==> src/rtl/game_timer_pkg.sv <==
// Shared types and constants for the game timer: FSM state encoding, BCD digit
// width and the active-low seven-segment code table.
package game_timer_pkg;

  typedef enum logic [1:0] {
    ST_IDLE  = 2'd0,
    ST_RUN   = 2'd1,
    ST_PAUSE = 2'd2,
    ST_DONE  = 2'd3
  } state_e;

  localparam int BCD_W = 4;

  // Segment order {g,f,e,d,c,b,a}, active low; codes 10..15 blank the display.
  localparam logic [6:0] SEG_CODE [16] = '{
    7'b1000000, 7'b1111001, 7'b0100100, 7'b0110000,
    7'b0011001, 7'b0010010, 7'b0000010, 7'b1111000,
    7'b0000000, 7'b0011000, 7'b1111111, 7'b1111111,
    7'b1111111, 7'b1111111, 7'b1111111, 7'b1111111
  };

endpackage

==> src/rtl/game_timer_bcd_digit.sv <==
// One BCD digit of the counter chain: load (clamped to 9) beats inc/dec; carry
// and borrow are combinational so the whole chain settles within one cycle.
module bcd_digit
  import game_timer_pkg::*;
(
  input  logic             clock,
  input  logic             resetn,
  input  logic             inc,
  input  logic             dec,
  input  logic             load,
  input  logic [BCD_W-1:0] load_val,
  output logic [BCD_W-1:0] value,
  output logic             carry,
  output logic             borrow
);

  logic [BCD_W-1:0] value_q, value_d;

  always_comb begin
    value_d = value_q;
    if (load)     value_d = (load_val > 4'd9) ? 4'd9 : load_val;
    else if (inc) value_d = (value_q == 4'd9) ? 4'd0 : value_q + 4'd1;
    else if (dec) value_d = (value_q == 4'd0) ? 4'd9 : value_q - 4'd1;
  end

  always_ff @(posedge clock or negedge resetn) begin
    if (!resetn) value_q <= '0;
    else         value_q <= value_d;
  end

  assign value  = value_q;
  assign carry  = inc && !load && (value_q == 4'd9);
  assign borrow = dec && !load && (value_q == 4'd0);

endmodule

==> src/rtl/game_timer.sv <==
// Prescaled BCD game timer with IDLE/RUN/PAUSE/DONE control.
// Optional seven-segment output enabled by defining GAME_TIMER_SEG_EN.
module game_timer
  import game_timer_pkg::*;
#(
  parameter int DIV        = 1666667,
  parameter int NUM_DIGITS = 4,
  parameter int COUNT_DOWN = 0,
  parameter int WRAP       = 1
) (
  input  logic                        clock,
  input  logic                        resetn,
  input  logic                        start,
  input  logic                        pause,
  input  logic                        clear,
  input  logic [BCD_W*NUM_DIGITS-1:0] preset,
  output logic [BCD_W*NUM_DIGITS-1:0] digits,
  output logic                        tick,
  output logic                        rollover,
  output logic                        done,
  output logic [1:0]                  state
`ifdef GAME_TIMER_SEG_EN
  ,
  output logic [7*NUM_DIGITS-1:0]     seg
`endif
);

  localparam int PW = (DIV > 2) ? $clog2(DIV) : 1;
  localparam logic [PW-1:0] PRESC_MAX = PW'(DIV - 1);

  state_e                      state_q, state_d;
  logic [PW-1:0]               presc_q, presc_d;
  logic                        tick_q, tick_d, roll_q, roll_d;
  logic                        load, inc_en, dec_en;
  logic [NUM_DIGITS:0]         inc_chain, dec_chain;
  logic [BCD_W*NUM_DIGITS-1:0] value_bus, load_val;
  logic                        near_full, near_empty, all_nine, all_zero;
  logic                        chain_unused;

  assign load_val     = (COUNT_DOWN != 0) ? preset : '0;
  assign inc_chain[0] = inc_en;
  assign dec_chain[0] = dec_en;
  // Terminal events are decoded from the digit values, not the chain outputs.
  assign chain_unused = inc_chain[NUM_DIGITS] | dec_chain[NUM_DIGITS];

  for (genvar gi = 0; gi < NUM_DIGITS; gi++) begin : g_digit
    bcd_digit u_digit (
      .clock    (clock),
      .resetn   (resetn),
      .inc      (inc_chain[gi]),
      .dec      (dec_chain[gi]),
      .load     (load),
      .load_val (load_val[BCD_W*gi +: BCD_W]),
      .value    (value_bus[BCD_W*gi +: BCD_W]),
      .carry    (inc_chain[gi+1]),
      .borrow   (dec_chain[gi+1])
    );
  end

  always_comb begin
    near_full  = (value_bus[BCD_W-1:0] == 4'd8);
    near_empty = (value_bus[BCD_W-1:0] == 4'd1);
    all_nine   = (value_bus[BCD_W-1:0] == 4'd9);
    all_zero   = (value_bus[BCD_W-1:0] == 4'd0);
    for (int i = 1; i < NUM_DIGITS; i++) begin
      near_full  = near_full  && (value_bus[BCD_W*i +: BCD_W] == 4'd9);
      near_empty = near_empty && (value_bus[BCD_W*i +: BCD_W] == 4'd0);
      all_nine   = all_nine   && (value_bus[BCD_W*i +: BCD_W] == 4'd9);
      all_zero   = all_zero   && (value_bus[BCD_W*i +: BCD_W] == 4'd0);
    end
  end

  always_comb begin
    state_d = state_q;
    presc_d = presc_q;
    tick_d  = 1'b0;
    roll_d  = 1'b0;
    load    = 1'b0;
    inc_en  = 1'b0;
    dec_en  = 1'b0;
    if (clear) begin
      state_d = ST_IDLE;
      presc_d = '0;
      load    = 1'b1;
    end else begin
      unique case (state_q)
        ST_IDLE: begin
          load    = 1'b1;
          presc_d = '0;
          if (start) state_d = ST_RUN;
        end
        ST_RUN: begin
          if (pause) begin
            state_d = ST_PAUSE;
            // A tick landing on the pause edge is dropped, not deferred.
            if (presc_q == PRESC_MAX) presc_d = '0;
          end else if (presc_q == PRESC_MAX) begin
            presc_d = '0;
            tick_d  = 1'b1;
            if (COUNT_DOWN != 0) begin
              // A zero preset is already terminal: stop without decrementing.
              dec_en = !all_zero;
              if (all_zero || near_empty) begin
                state_d = ST_DONE;
                roll_d  = (WRAP != 0);
              end
            end else begin
              inc_en = 1'b1;
              if (WRAP != 0)      roll_d  = all_nine;
              else if (near_full) state_d = ST_DONE;
            end
          end else begin
            presc_d = presc_q + PW'(1);
          end
        end
        ST_PAUSE: begin
          if (pause) state_d = ST_RUN;
        end
        ST_DONE: begin
          presc_d = '0;
          if (start) begin
            load    = 1'b1;
            state_d = ST_RUN;
          end
        end
        default: state_d = ST_IDLE;
      endcase
    end
  end

  always_ff @(posedge clock or negedge resetn) begin
    if (!resetn) begin
      state_q <= ST_IDLE;
      presc_q <= '0;
      tick_q  <= 1'b0;
      roll_q  <= 1'b0;
    end else begin
      state_q <= state_d;
      presc_q <= presc_d;
      tick_q  <= tick_d;
      roll_q  <= roll_d;
    end
  end

  assign digits   = value_bus;
  assign tick     = tick_q;
  assign rollover = roll_q;
  assign done     = (state_q == ST_DONE);
  assign state    = state_q;

`ifdef GAME_TIMER_SEG_EN
  logic [6:0] seg_q [NUM_DIGITS];

  for (genvar gi = 0; gi < NUM_DIGITS; gi++) begin : g_seg
    always_ff @(posedge clock or negedge resetn) begin
      if (!resetn) seg_q[gi] <= SEG_CODE[0];
      else         seg_q[gi] <= SEG_CODE[value_bus[BCD_W*gi +: BCD_W]];
    end
    assign seg[7*gi +: 7] = seg_q[gi];
  end
`endif

endmodule

==> config.mk <==
export PLATFORM = sky130hd
export DESIGN_NAME = game_timer
export DESIGN_NICKNAME = d
export VERILOG_FILES = /design/src/rtl/game_timer_pkg.sv /design/src/rtl/game_timer_bcd_digit.sv /design/src/rtl/game_timer.sv
export SDC_FILE = /design/constraint.sdc
export NUM_CORES = 1
export LEC_CHECK = 0
export ABC_AREA = 1
export BUFFER_PORTS_ARGS = -buffer_cell sky130_fd_sc_hd__buf_2
export CORE_ASPECT_RATIO = 1.2
export CORE_UTILIZATION = 25
export DETAILED_ROUTE_END_ITERATION = 6
export GPL_ROUTABILITY_DRIVEN = 0
export SKIP_CTS_REPAIR_TIMING = 1
export SYNTH_ARGS = -nofsm -noshare
export SYNTH_HDL_FRONTEND = slang
export SYNTH_SLANG_ARGS = --single-unit
export TNS_END_PERCENT = 50
==> constraint.sdc <==
create_clock -name clock -period 2.3 [get_ports clock]
set_input_delay 0.46 -clock clock [delete_from_list [all_inputs] [get_ports clock]]
set_output_delay 0.46 -clock clock [all_outputs]
set_load 0.03 [all_outputs]
==> results.md <==
* List of cells traversed by the critical path: inv_1 > ha_1 > nand2_1 > nor2_1 > nand3_1 > nor2_2 > o21ai_1 > nand2_2 > o21ai_0 > and2_1
* Iteration count of the initial detailed-routing pass at 4
* Power share of the combinational group at 0.311
* Final setup slack of the worst path at 0.278 ns
* Largest net degree at the start of global routing at 22
* Vertical extent of the die at 119 µm
* Synth warnings at 0
* Highest routed metal layer: met4
* Amount of wire on met2 after detailed routing at 3340 µm
* Share of total power in sequential cells at 0.351
* Slew headroom at 0.666
* Overall power consumption at 0.00220 W
* Minimum setup slack among reg-to-reg paths at 0.28 ns
* Final setup fails at 0
* Core box area at 11000 µm²
* Highest net fanout along the worst path at 18
* Final HPWL DP at 5280 µm
* Arrival time of the worst setup path at 2.20 ns
* Final routed DRC violation total at 0
* Final net count at 481
* TritonCTS buffer count at 5
* H-Tree Level Count at 2
* Leading register cell type out of synthesis: sky130_fd_sc_hd__dfrtp_1
* Max capacitance violation total at 0
* Leading area contributor after synthesis: sky130_fd_sc_hd__dfrtp_1
* Net switching power at 0.000820 W
* Clock tree from TritonCTS: built
* Largest clock skew in the final design at 0.00936 ns
* Required arrival time at the worst endpoint at 2.48 ns
* Combined buffer and inverter count along the critical path at 1
* Number of global-route vias before repair at 2531
* Kind of path behind the tightest hold check: primary input to async pin
* Endpoint kind of the worst setup timing path: flop
* Via count at 2701
* Vias per inst at 4.67
* Pre-CTS setup slack at 0.264 ns
* Result of the run: finished, final reports clean
* Number of antenna violations at the first check in global routing at 0
* Max Root-Sink Buffers at 2
* CTS sink count at 41
* Share of synthesized registers carrying an async set or reset at 1.00
* Count of different cell masters after synthesis at 29
* Leading post-synthesis cells by instance count: 106 x sky130_fd_sc_hd__nand2_1, 55 x sky130_fd_sc_hd__inv_1, 54 x sky130_fd_sc_hd__nor2_1
* Die width at 99.2 µm
* Slew at the pin closest to its max-slew limit at 0.500 ns
* Share of the synthesized area in the top cell type at 0.362
* Mean area per synthesized cell at 6.90 µm²
* Number of hold violations in the final report at 0
* Crit-path max cell delay at 0.37 ns
* Finished Cell Area at 3320 µm²
* Total Wirelength at 7060 µm
* Instance count of the mapped netlist at 411
* Final Critical Period at 2.02 ns
* Layout cell share with drive strength beyond 1 at 0.128
* Clk root buf: sky130_fd_sc_hd__clkbuf_16
* Clock group share of total power at 0.338
* Total cell area at the placement stage at 3170 µm²
* Part of the Yosys area used for sequential elements at 0.362
* Power Dens Cells at 660 nW/µm²
* Detailed-routed wire length on met3 at 289 µm
* Critical Path Start Type: flop
* Category of the most critical setup path: flop to flop
* Clock network latency to the later pin of the worst-skew pair at 0.29 ns
* Number of I/O port buffers at 25
* Fmax achieved at 0.495 GHz
* Max Transition Viols Final at 0
* Kind of cell adding the most delay to the critical path: simple AND/OR/NAND/NOR gates
* Die footprint at 11800 µm²
* Standard-cell row count at 42
* GRT Residual Overflow at 0
* DRT met1 WL at 3300 µm
* Master of the slowest instance on the critical path: sky130_fd_sc_hd__dfrtp_1
* Routed wire per std cell at 12.2 µm
* GRT Total Usage at 0.129
* Static leakage at 1.55 nW
* Number of routed nets with antenna violations at 0
* EDFF count, synth at 0
* Switch share at 0.373
* Area growth, synth to finish at 17.3%
* Final worst-path cycle share at 0.879
* Maximum resistive drop on vdd at 0.000624 V
* Synth Register Bits at 41
* Clk slew on worst S/H paths at 0.07 ns
* Post-synthesis instance area at 2840 µm²
* Mapped Nets at 447
* Count of boundary I/O pins at 42
* Count leader, synth: sky130_fd_sc_hd__nand2_1
* Antenna diodes at 0
* Wire length of the first global-routing pass at 12200 µm
* Leading cell types by total area after synthesis: sky130_fd_sc_hd__dfrtp_1 36%, sky130_fd_sc_hd__nand2_1 14%, sky130_fd_sc_hd__nand3_1 8.6%, sky130_fd_sc_hd__inv_1 7.3%, sky130_fd_sc_hd__nor2_1 7.1%
* Starting DRT DRC Count at 170
* Effective utilization at floorplan at 0.257
* Fin Setup TNS at 0 ns
* Setup repair after global routing missed its margin: no
* Int Power at 0.00138 W
==> path summary, 6_finish.rpt <==
check                                                             start                                      end  cells past startpoint
worst max-delay path                             presc_q[0]$_DFFE_PN0P_                   presc_q[2]$_DFFE_PN0P_                     10
worst min register to register  g_digit[0].u_digit.value[3]$_DFFE_PN0P_  g_digit[0].u_digit.value[3]$_DFFE_PN0P_                      2
worst max register to register                   presc_q[0]$_DFFE_PN0P_                   presc_q[2]$_DFFE_PN0P_                     10
min in group clock                                                start                     state[0]$_DFFE_PN0P_                      4
max in group asynchronous                                        resetn                   presc_q[4]$_DFFE_PN0P_                      2
worst min-delay path                                             resetn  g_digit[2].u_digit.value[3]$_DFFE_PN0P_                      1
==> power by group through the flow <==
stage          Sequential (W)  Clock, W  Combinational [W]
5_1_grt              0.000774  0.000784           0.000770
3_5_place_dp         0.000783         0           0.000683
3_3_place_gp         0.000782         0           0.000678
2_1_floorplan        0.000815         0           0.000428
6_report             0.000770  0.000742           0.000684
4_1_cts              0.000770  0.000751           0.000685
==> per-stage QoR <==
stage | hold WS [ns] | utilization | instances
after floorplan | 0.164 | - | 411
after global routing | 0.180 | 0.301 | 578
after CTS | 0.151 | 0.301 | 578
final | 0.128 | 0.301 | 578
after global placement | 0.461 | 0.287 | 570
after detailed placement | 0.459 | 0.287 | 570
==> layer usage <==
metal / vias to the layer above / global-route usage
met1: 1241 / 0.167
met4: 0 / 0.0533
met3: 11 / 0.0225
li1: 1390 / -
met2: 59 / 0.213
met5: - / 0
==> kinds of logic after synthesis <==
logic type | Yosys count | synth area share
adder cells (fa/ha/maj) | 15 | 0.0662
buffers and inverters | 63 | 0.0874
AO/OA/AOI/OAI | 38 | 0.0733
AND/OR/NAND/NOR | 246 | 0.387
flip-flops | 41 | 0.362
XOR/XNOR | 8 | 0.0247
==> registers in the layout, indices dropped and copies added (netlist names) <==
| signal | flops |
|---|---|
| g_digit.u_digit.value | 16 |
| presc_q | 21 |
| rollover | 1 |
| state | 2 |
| tick | 1 |
==> cells in the final DEF (no fill, tap or decap), types with 2 or more instances in the layout <==
cell type                   netlist  routed
sky130_fd_sc_hd__dfrtp_1         41      41
sky130_fd_sc_hd__buf_2            3      25
sky130_fd_sc_hd__nand4_1         18      18
sky130_fd_sc_hd__nand3_1         49      49
sky130_fd_sc_hd__a21oi_1          3       3
sky130_fd_sc_hd__nor3_1           4       4
sky130_fd_sc_hd__o21ai_1          9       9
sky130_fd_sc_hd__clkbuf_16        0       5
sky130_fd_sc_hd__nor2_4           3       3
sky130_fd_sc_hd__o21ai_0         19      19
sky130_fd_sc_hd__ha_1            15      15
sky130_fd_sc_hd__nand3_2          2       2
sky130_fd_sc_hd__buf_4            0       9
sky130_fd_sc_hd__nor2_2           4       4
sky130_fd_sc_hd__nor2_1          54      54
sky130_fd_sc_hd__nand2_2          3       3
sky130_fd_sc_hd__xnor2_1          2       2
sky130_fd_sc_hd__nand2_1        106     106
sky130_fd_sc_hd__inv_1           55      55
sky130_fd_sc_hd__xor2_1           6       6
sky130_fd_sc_hd__o31ai_1          3       3
==> final cells by class <==
type	count	area [µm²]
clock buffer	6	139
clock inverter	2	13.8
multi-input combinational	307	1560
inverter	55	206
tap	132	165
timing repair buffer	35	213
sequential	41	1030
fill	1193	7710
Note: power is estimated with default switching activity, not from simulation.
